**src/rtl/pci_arbiter_pkg.sv**
```systemverilog
// pci_arb_pkg: arbiter state encoding and default parameter values
package pci_arb_pkg;
   typedef enum logic [1:0] {GAP, PARK, GRANT, BUSY} arb_state_t;
   localparam int PARK_ID_DEF = 0;
   localparam int TIMEOUT_DEF = 16;
endpackage

```
**src/rtl/pci_arbiter_rr_pick.sv**
```systemverilog
// pci_rr_pick: round-robin request picker, searches base+1 .. base (base last)
//   req    : active-low requests
//   base   : index of the current owner
//   winner : first requester after base, base itself when nothing requests
//   valid  : some request is low
module pci_rr_pick #(
   parameter int N = 4,
   parameter int W = $clog2(N)
) (
   input  logic [N-1:0] req,
   input  logic [W-1:0] base,
   output logic [W-1:0] winner,
   output logic         valid
);
   logic [W-1:0] idx;
   // Descending scan: the last hit written is the closest index after base.
   always_comb begin
      valid  = 1'b0;
      winner = base;
      idx    = '0;
      for (int i = N; i >= 1; i--) begin
         idx = W'((int'(base) + i) % N);
         if (!req[idx]) begin
            valid  = 1'b1;
            winner = idx;
         end
      end
   end
endmodule

```
**src/rtl/pci_arbiter.sv**
```systemverilog
// pci_arbiter: round-robin PCI bus arbiter with parking and grant timeout
//   clk, rst_n   : clock, asynchronous active-low reset
//   req          : active-low requests, one per initiator
//   frame, irdy  : bus FRAME# / IRDY#, active-low
//   gnt          : active-low registered grants, at most one low
//   owner        : current or last granted master
//   bus_busy     : registered, high while a transaction runs
//   timeout      : one-cycle pulse when an unused grant is withdrawn
module pci_arbiter
   import pci_arb_pkg::*;
#(
   parameter int N       = 4,
   parameter int PARK_ID = PARK_ID_DEF,
   parameter int TIMEOUT = TIMEOUT_DEF
) (
   input  logic                 clk,
   input  logic                 rst_n,
   input  logic [N-1:0]         req,
   input  logic                 frame,
   input  logic                 irdy,
   output logic [N-1:0]         gnt,
   output logic [$clog2(N)-1:0] owner,
   output logic                 bus_busy,
   output logic                 timeout
);
   localparam int W  = $clog2(N);
   localparam int CW = $clog2(TIMEOUT);
   arb_state_t   state;
   logic [CW-1:0] cnt;
   logic [W-1:0]  winner;
   logic          valid;
   pci_rr_pick #(.N(N), .W(W)) u_pick (
      .req    (req),
      .base   (owner),
      .winner (winner),
      .valid  (valid)
   );
   // owner keeps its value through GAP/PARK, so the first park after reset
   // lands on PARK_ID and a timed-out owner stays the search base.
   always_ff @(posedge clk or negedge rst_n) begin
      if (!rst_n) begin
         state    <= GAP;
         owner    <= W'(PARK_ID);
         gnt      <= '1;
         bus_busy <= 1'b0;
         timeout  <= 1'b0;
         cnt      <= '0;
      end else begin
         timeout <= 1'b0;
         case (state)
            GAP:
               if (valid) begin
                  state <= GRANT;
                  owner <= winner;
                  cnt   <= '0;
                  gnt   <= ~(N'(1) << winner);
               end else begin
                  state <= PARK;
                  gnt   <= ~(N'(1) << owner);
               end
            PARK:
               if (!frame) begin
                  state    <= BUSY;
                  bus_busy <= 1'b1;
               end else if (valid && winner == owner) begin
                  state <= GRANT;
                  cnt   <= '0;
               end else if (valid) begin
                  state <= GAP;
                  gnt   <= '1;
               end
            GRANT:
               if (!frame) begin
                  state    <= BUSY;
                  bus_busy <= 1'b1;
               end else if (req[owner] || cnt == CW'(TIMEOUT - 1)) begin
                  state   <= GAP;
                  gnt     <= '1;
                  timeout <= !req[owner];
               end else begin
                  cnt <= (cnt == '1) ? cnt : cnt + 1'b1;
               end
            BUSY:
               if (frame && irdy) begin
                  bus_busy <= 1'b0;
                  if (!valid) begin
                     state <= PARK;
                  end else if (winner == owner) begin
                     state <= GRANT;
                     cnt   <= '0;
                  end else begin
                     state <= GAP;
                     gnt   <= '1;
                  end
               end
            default: state <= GAP;
         endcase
      end
   end
endmodule
```
**config.mk**
```make
export PLATFORM = sky130hd
export DESIGN_NAME = pci_arbiter
export DESIGN_NICKNAME = d
export VERILOG_FILES = /design/src/rtl/pci_arbiter_pkg.sv /design/src/rtl/pci_arbiter_rr_pick.sv /design/src/rtl/pci_arbiter.sv
export SDC_FILE = /design/constraint.sdc
export NUM_CORES = 1
export LEC_CHECK = 0
export BUFFER_PORTS_ARGS = -buffer_cell sky130_fd_sc_hd__buf_2
export CAP_MARGIN = 20
export CORE_MARGIN = 2
export CORE_UTILIZATION = 25
export DETAILED_ROUTE_END_ITERATION = 7
export GPL_TIMING_DRIVEN = 1
export PLACE_DENSITY = 0.41
export SETUP_SLACK_MARGIN = 0.3
export SYNTH_ARGS = -nofsm -noshare
export SYNTH_HDL_FRONTEND = slang
export SYNTH_SLANG_ARGS = --single-unit
```
**constraint.sdc**
```tcl
create_clock -name clk -period 4.7 [get_ports clk]
set_input_delay 0.705 -clock clk [delete_from_list [all_inputs] [get_ports clk]]
set_output_delay 0.705 -clock clk [all_outputs]
set_load 0.01 [all_outputs]
```
==> impl_metrics.toml <==
[run_status]
status = "finished, final reports clean"

[timing]
setup_tns_ps = 0
relSlewSlack_pct = 60.4
worst_slew_pin_slew_ps = 593
hold_viol_final = 0
worst_slack_ps = 1730
timing.final.crit_period_ps = 2970
fmaxAchievable_ghz = 0.336
period_share_pct = 63.3
finalClockSkew_ps = 3.58
setup_viol = 0
slew_violations = 0
rsz0062_at_grt = "false"

[cells_and_area]
multi_input_area_um2 = 847
drive_gt1_share_pct = 25.0
antennaDiodeCount = 0
syn_to_final_growth_pct = 14.8
nets = 159
regArea_um2 = 355
final.fill_count = 501

[yosys]
syn_inst = 125
synth-adder-area-share_pct = 9.96
synth_compound_area_share_pct = 27.1
synthMuxAreaShare_pct = 12.6
yosysUniqueCellTypes = 49
mappedNetlistNets = 143
ys_seq_area_share_pct = 28.3
synth_top_cell_by_area = "dfrtp_1"
synth_top_family_by_area = "compound AO/OA/AOI/OAI gates"
synth_area_leaders = "dfrtp_1 20%, ha_1 10%, dfstp_2 8.4%"
synth-main-ff-cell = "dfrtp_1"
synth_area_mm2 = 0.00126
async_reset_ff_share_pct = 100
yosys_warnings = 0
yosys.area_share.simple_pct = 15.6
ys_ff_latch = 14
avgSynthCellArea_um2 = 10.0
synth-edff-count = 0
yosys-top-cells-count = "10 x dfrtp_1, 10 x ha_1, 10 x o211ai_1"
synth-xor-area-share_pct = 2.09
synth_top_area_share_pct = 19.9

[die]
fp.dieW_um = 74.9
die_h_um = 74.9
die-area_mm2 = 0.00561
coreArea_mm2 = 0.00479
pin_count = 16
num_rows = 25
start_util_pct = 26.2

[cts]
cts.reportedPaths.clkPinSlew_ps = 60
cts_made_buffers = 3
cts_resized = 0
cts.sinks = 14
postCtsSetupBuffers = 0
hold_buffers = 0
cts_buffer_depth = 2
htreeDepth = 1
worstSkewPairLatency_ps = 250
cts_tree = "done"
root_buffer = "clkbuf_8"

[power]
p_per_area_mw_per_mm2 = 715
leakage_nw = 0.568
ir_drop_mv = 0.328

[setup_path]
cpPeakStageDelay_ps = 720
path_class = "register to register"
slowest_stage = "dfrtp_1"
r2r_slack_ps = 1730
reg2reg_depth = 8
cp_cell_sequence = "inv_1 > ha_1 > o221ai_1 > o21a_1 > o22a_1 > o221ai_2 > o31ai_4 > mux2_2"
reg2reg_from = "owner[0]"
worst-path-buf-inv = 1
critPathCaptureType = "register"
worst-path-max-fanout = 15
cp-start-kind = "register"
path_delay_family = "compound AO/OA/AOI/OAI gates"
required_ps = 4880
r2r_end = "gnt[1]"
cp.arrival_ps = 3150
worst-path-stages = 8

[placement]
io_buffers = 15
hpwlAfterDp_mm = 2.22
dp_slack_ps = 1760
gp_congestion = 0.741

[global_route]
antenna_found_initial = 0
grt_util_met3_pct = 2.41
met2_usage_pct = 19.3
grt_pass1_vias = 1005
grt_max_degree = 16
grt-ovfl-total = 0
grt_use_met1_pct = 13.7
grt_usage_pct = 11.0
grt_pass1_wl_mm = 4.72
busiest_layer = "met2"

[drt]
dr.pass1.iters = 4
wl_per_cell_um = 14.0
final_antenna_net_count = 0
routed_via_density = 5.08
drc_errors = 0
drtIter0Drc = 40
vias = 1051
wl_mm = 2.91

[run]
cap_violations = 0

[min_path]
hold_class = "input port to asynchronous set/reset pin"
[where the power goes]
part | switching, mW | internal (mW)
sequential | 0.0605 | 0.163
combinational | 0.384 | 0.302
clock | 0.0479 | 0.0743
total | 0.492 | 0.539
[routing by layer]
layer  wire, um  share of wire (%)
met4         42                1.4
met3         67                2.3
met1       1320                 45
met2       1480                 51
met5          0                  0
[cells in the final DEF (no fill, tap or decap), types with 4 or more instances in the layout]
cell	n
o211ai_1	10
nand3_1	6
buf_2	15
nor2_1	7
ha_1	10
clkbuf_8	4
a21oi_1	6
nand2_1	8
dfrtp_1	10
dfstp_2	4
inv_1	5
[worst max path at each step]
| stage | from | end |
|---|---|---|
| final | owner[0] | gnt[1] |
| after CTS | owner[0] | gnt[1] |
| after global routing | owner[0] | gnt[0] |
| after floorplan | owner[1] | gnt[1] |
| after global placement | owner[0] | gnt[1] |
| after detailed placement | owner[0] | gnt[1] |
[cell type report]
class                           instances  area share (%)
Clock buffer                            4            3.82
Sequential cell                        14            24.6
Tap cell                               67            5.81
Multi-Input combinational cell        100            58.7
Inverter                                7            1.82
Timing Repair Buffer                   15            5.20
[through the flow]
step	cell area (um2)	power, mW	std cells	hold slack, ps	utilization [%]
2_1_floorplan	1260	0.782	125	409	-
3_3_place_gp	1390	0.914	203	522	29.0
3_5_place_dp	1390	0.915	203	541	29.0
4_1_cts	1440	1.04	207	364	30.1
5_1_grt	1440	1.13	207	373	30.1
6_report	1440	1.03	207	351	30.1
[sequential cells by signal (all words and copies together) (netlist names)]
signal	flops
gnt	4
owner	2
timeout	1
state	2
bus_busy	1
cnt	4
[logic make-up after synthesis]
group                    count (synthesis)
AND/OR/NAND/NOR                         35
adder cells (fa/ha/maj)                 10
buffers and inverters                   11
multiplexers                            10
XOR/XNOR                                 3
AO/OA/AOI/OAI                           42
flip-flops                              14
Note: power is estimated with default switching activity, not from simulation.
